===== src/rtl/pipelined_addsub.sv =====
// WIDTH-bit add/subtract whose carry chain is cut into STAGES registered segments,
// with valid/ready on both sides. Define PIPELINED_ADDSUB_OVF_EN to add the ovf output.
module pipelined_addsub #(
    parameter int WIDTH  = 8,
    parameter int STAGES = 2
) (
    input  logic             clk,
    input  logic             rst_n,
    input  logic             in_valid,
    output logic             in_ready,
    input  logic [WIDTH-1:0] F,
    input  logic [WIDTH-1:0] G,
    input  logic             Cin,
    input  logic             sub,
    output logic             out_valid,
    input  logic             out_ready,
    output logic [WIDTH:0]   S
`ifdef PIPELINED_ADDSUB_OVF_EN
    ,
    output logic             ovf
`endif
);
    localparam int SEG = WIDTH / STAGES;

    genvar k;
    generate
        for (k = 0; k < STAGES; k++) begin : stg
            localparam int LO  = k * SEG;
            localparam int REM = WIDTH - LO;   // operand bits not yet summed on entry
            logic [REM-1:0]    a_in, b_in;
            logic              c_in, v_in, adv;
            logic [SEG:0]      part;
            logic [LO+SEG-1:0] s_d, s_q;
            logic              c_q, v_q;

            if (k == 0) begin : src
                // subtraction runs as F + ~G + ~Cin, so S[WIDTH] reads as not-borrow
                assign a_in = F;
                assign b_in = sub ? ~G : G;
                assign c_in = sub ? ~Cin : Cin;
                assign v_in = in_valid;
                assign s_d  = part[SEG-1:0];
            end else begin : src
                assign a_in = stg[k-1].rem.a_q;
                assign b_in = stg[k-1].rem.b_q;
                assign c_in = stg[k-1].c_q;
                assign v_in = stg[k-1].v_q;
                assign s_d  = {part[SEG-1:0], stg[k-1].s_q};
            end

            // a stage may load if the next one moves or it holds nothing
            if (k == STAGES - 1) begin : nxt
                assign adv = out_ready || !v_q;
            end else begin : nxt
                assign adv = stg[k+1].adv || !v_q;
            end

            assign part = {1'b0, a_in[SEG-1:0]} + {1'b0, b_in[SEG-1:0]} + (SEG+1)'(c_in);

            always_ff @(posedge clk or negedge rst_n) begin
                if (!rst_n) begin
                    v_q <= 1'b0;
                    c_q <= 1'b0;
                    s_q <= '0;
                end else if (adv) begin
                    v_q <= v_in;
                    if (v_in) begin
                        c_q <= part[SEG];
                        s_q <= s_d;
                    end
                end
            end

            if (k < STAGES - 1) begin : rem
                logic [REM-SEG-1:0] a_q, b_q;
                always_ff @(posedge clk or negedge rst_n) begin
                    if (!rst_n) begin
                        a_q <= '0;
                        b_q <= '0;
                    end else if (adv && v_in) begin
                        a_q <= a_in[REM-1:SEG];
                        b_q <= b_in[REM-1:SEG];
                    end
                end
            end
        end
    endgenerate

    assign in_ready  = stg[0].adv;
    assign out_valid = stg[STAGES-1].v_q;
    assign S         = {stg[STAGES-1].c_q, stg[STAGES-1].s_q};

`ifdef PIPELINED_ADDSUB_OVF_EN
    // carry into the MSB is recovered as sum ^ a ^ b at that bit
    always_ff @(posedge clk or negedge rst_n) begin
        if (!rst_n)
            ovf <= 1'b0;
        else if (stg[STAGES-1].adv && stg[STAGES-1].v_in)
            ovf <= stg[STAGES-1].part[SEG] ^ stg[STAGES-1].part[SEG-1]
                 ^ stg[STAGES-1].a_in[SEG-1] ^ stg[STAGES-1].b_in[SEG-1];
    end
`endif
endmodule

===== config.mk =====
export PLATFORM = sky130hd
export DESIGN_NAME = pipelined_addsub
export DESIGN_NICKNAME = d
export VERILOG_FILES = /design/src/rtl/pipelined_addsub.sv
export SDC_FILE = /design/constraint.sdc
export NUM_CORES = 1
export LEC_CHECK = 0
export BUFFER_PORTS_ARGS = -buffer_cell sky130_fd_sc_hd__buf_2
export CAP_MARGIN = 20
export CELL_PAD_IN_SITES_DETAIL_PLACEMENT = 1
export CELL_PAD_IN_SITES_GLOBAL_PLACEMENT = 1
export CORE_ASPECT_RATIO = 0.9
export CORE_UTILIZATION = 42
export CTS_BUF_LIST = sky130_fd_sc_hd__clkbuf_4 sky130_fd_sc_hd__clkbuf_8
export DETAILED_ROUTE_END_ITERATION = 7
export GPL_TIMING_DRIVEN = 0
export PLACE_DENSITY_LB_ADDON = 0.1
export SYNTH_ARGS = -nofsm -noshare
export SYNTH_HDL_FRONTEND = slang
export SYNTH_SLANG_ARGS = --single-unit

===== constraint.sdc =====
create_clock -name clk -period 2 [get_ports clk]
set_clock_uncertainty 0.15 [all_clocks]
set_input_delay 0.4 -clock clk [delete_from_list [all_inputs] [get_ports clk]]
set_output_delay 0.4 -clock clk [all_outputs]
set_load 0.02 [all_outputs]

==> run_results.csv <==
group,metric,value,unit
sta,fmax,538,MHz
global_routing,grt_pass1_wl,4.36,mm
yosys,yosys.area_share.simple,6.79,%
hold_path,min-delay-start,"F[4]",
power_and_ir_drop,comb_power_share,35.8,%
cells_and_area,final_area,1590,sq um
sta,min_period_over_period,93.0,%
power_and_ir_drop,power.internal,1090,uW
critical_path,rr_endpoint,"stg[1].s_q[5]",
yosys,synth_top_area_share,46.6,%
hold_path,holdPathStages,2,
yosys,synth_edf_count,0,
detailed_routing,wl,2.60,mm
sta,worst_slack,0.140,ns
yosys,synth_area_leaders,"dfrtp_1, mux2_2, o21ai_0",
yosys,synthFlopType,"dfrtp_1",
die,rows,18,
die,die_w,60.4,um
detailed_routing,wl_per_cell,14.1,um
sta,fin_tns_setup,0,ns
place,gp_congestion,0.721,
clocking,clock_sinks,24,
yosys,synth_fa_ha_area_share,12.0,%
cells_and_area,nets,177,
clocking,post_cts_buffers,0,
sta,period_needed,1.86,ns
yosys,muxShareOfSynthArea,10.5,%
clocking,cts_htree_levels,1,
cells_and_area,post_route_cells_drive_above_1_share,38.2,%
sta,setup_viol,0,
detailed_routing,ant_nets,0,
yosys,syn_nets,140,
hold_path,holdPathEnd,"stg[0].rem.a_q[0]",
clocking,cts.path.max_buffers,2,
yosys,synth_top_family_by_area,"adder cells",
yosys,ys_seq_area_share,46.6,%
yosys,synth_warnings,0,
global_routing,antenna_found_initial,0,
sta,max_slew_margin,64.2,%
yosys,yosys-top-cells-count,"dfrtp_1, o21ai_0, mux2_2, xor2_1",
critical_path,reg2reg_depth,4,
yosys,synthXorXnorAreaFrac,7.47,%
die,die_area,3300,sq um
yosys,postSynthCellCount,108,
critical_path,path_class,"flop to output pin",
hold_path,hold_path.class,"input pin to flop",
sta,drv_slew,0,
power_and_ir_drop,ir_worst_vdd,0.000478,V
die,ios,33,
global_routing,grt-ovfl-total,0,
sta,rsz0062_at_grt,"no",
global_routing,grt_use_total,18.5,%
critical_path,startpoint_type,"flop",
die,core_area,2840,sq um
place,dpl_cell_area,1520,sq um
power_and_ir_drop,swShare,32.9,%
yosys,avgSynthCellArea,11.9,sq um
critical_path,slowest_delay,0.43,ns
cells_and_area,area_growth,22.9,%
cells_and_area,n_fill_cell,333,
detailed_routing,remaining_drc_errors,0,
critical_path,regToRegSetupSlack,0.21,ns
global_routing,grt_pass1_vias,917,
clocking,cts.repair.resized,0,
critical_path,end_kind,"output pin",
sta,whs,0.156,ns
cells_and_area,diodes,0,
sta,hold_violations,0,
clocking,cts_hold_buf,1,
global_routing,grt_max_degree,25,
critical_path,timing.rr.start,"stg[0].c_q",
cells_and_area,final_core_util,55.9,%
detailed_routing,via_count,922,
yosys,synth_compound_area_share,11.8,%
clocking,numCtsBuffers,3,
power_and_ir_drop,power_density,1020,nW/um^2
clocking,cts_root_buffer,"clkbuf_4",
power_and_ir_drop,p_leak,0.000757,uW
detailed_routing,via_per_inst,5.01,
die,start_util,45.5,%
flow_run,drv_cap,0,
yosys,synthMostInstantiatedCell,"dfrtp_1",
critical_path,critPathMaxFanout,8,
power_and_ir_drop,seq_power_share,42.7,%
yosys,synth.largest_area_cell,"dfrtp_1",
place,pre_cts_slack,-0.192,ns
die,die_y,54.6,um
detailed_routing,drt_pass1_iterations,3,
power_and_ir_drop,clockPowerShare,21.5,%
clocking,clk_latency,0.32,ns
place,dp.final_hpwl,2.09,mm
clocking,clk_pin_slew,0.13,ns
critical_path,critical_path.cell_chain,"and3b_1, buf_6, inv_6, buf_2",
yosys,async_flop_share,100,%
critical_path,required,1.45,ns
detailed_routing,drtIter0Drc,25,
status,outcome,"complete, no violations",
place,port_buffers,31,
sta,tightestPinTransition,0.537,ns
yosys,syn_area,1290,sq um
yosys,ys_types,24,
critical_path,crit_slowest_cell,"dfrtp_1",
clocking,cts_tree,"yes",
critical_path,critPathArrivalTime,1.31,ns
yosys,synth_seq_cells,24,
power_and_ir_drop,switchingPower,534,uW
per-stage QoR:
stage / total power [uW] / std cells
after CTS: 1650 / 184
after floorplan: 1090 / 108
final: 1620 / 184
after detailed placement: 1300 / 179
after global placement: 1260 / 179
after global routing: 1760 / 184
routing by layer:
metal  vias to the layer above  wire [um]  track usage (%)
met5                         -          0                0
met4                         0         21             4.55
met1                       450       1210             22.6
met2                        23       1260             33.2
met3                         4         98             4.26
li1                        445          -                -
layout make-up:
cell class / instances / area (sq um) / area share, %
Buffer: 4 / 50.0 / 3.16
Clock buffer: 3 / 22.5 / 1.42
Clock inverter: 1 / 30.0 / 1.89
Inverter: 6 / 27.5 / 1.74
Multi-Input combinational cell: 74 / 639 / 40.3
Sequential cell: 24 / 601 / 37.9
Tap cell: 40 / 50.0 / 3.16
Timing Repair Buffer: 32 / 165 / 10.4
cell families (layout without fill, tap and decap cells):
logic type / Yosys count / count (layout)
AOI/OAI and AO/OA: 28 / 28
xor gates and xnor gates: 11 / 11
adders and majority gates: 10 / 10
buffers and inverters: 10 / 46
DFF: 24 / 24
muxes: 11 / 11
and+or+nand+nor: 14 / 14
state kept, by name, summed over array words and instances, names as in the netlist:
| register | flops |
|---|---|
| out_valid | 1 |
| stg.c_q | 2 |
| stg.rem.a_q | 4 |
| stg.rem.b_q | 4 |
| stg.s_q | 12 |
| stg.v_q | 1 |
worst max-delay path: cells and delay by family, from the launching register on:
kind / cells / cell delay [ns]
buf+inv: 3 / 0.35
flops: 1 / 0.43
simple gates: 1 / 0.20
how the worst max path moves through the flow:
stage                 endpoint  slack, ns  depth (start not counted)       start
floorplan           stg[0].c_q      -0.07                          7         sub
detailed placement  stg[0].c_q      -0.19                          7        G[0]
global route          in_ready       0.05                          4  stg[0].v_q
CTS                   in_ready       0.12                          4  stg[0].v_q
finish                in_ready       0.14                          4  stg[0].v_q
global placement    stg[0].c_q      -0.15                          7        G[0]
power groups by stage:
| stage | Clock [uW] | Combinational (uW) | Sequential, uW |
|---|---|---|---|
| after floorplan | 0 | 309 | 781 |
| after global placement | 0 | 562 | 694 |
| after detailed placement | 0 | 590 | 706 |
| after CTS | 364 | 592 | 696 |
| after global routing | 385 | 661 | 714 |
| final | 349 | 582 | 693 |
placed cells by master (no fill, tap or decap):
| cell type | count |
|---|---|
| mux2_2 | 8 |
| buf_2 | 31 |
| nor3_1 | 2 |
| dlygate4sd3_1 | 1 |
| xnor2_1 | 4 |
| ha_1 | 6 |
| a21oi_1 | 6 |
| mux2_4 | 3 |
| and3b_1 | 3 |
| buf_12 | 1 |
| nand2_1 | 3 |
| bufinv_16 | 1 |
| buf_4 | 1 |
| fa_1 | 2 |
| fa_2 | 2 |
| dfrtp_1 | 24 |
| a21o_1 | 1 |
| o21ai_1 | 1 |
| buf_6 | 2 |
| inv_1 | 5 |
| xor2_2 | 1 |
| inv_6 | 1 |
| a21boi_0 | 2 |
| o21ai_0 | 16 |
| clkbuf_4 | 3 |
| xor2_1 | 6 |
| o31ai_1 | 2 |
| nand2b_1 | 1 |
| nor2b_1 | 2 |
| nand2_4 | 1 |
| nand3_1 | 2 |
No activity file was read; power rests on OpenSTA's default activity.
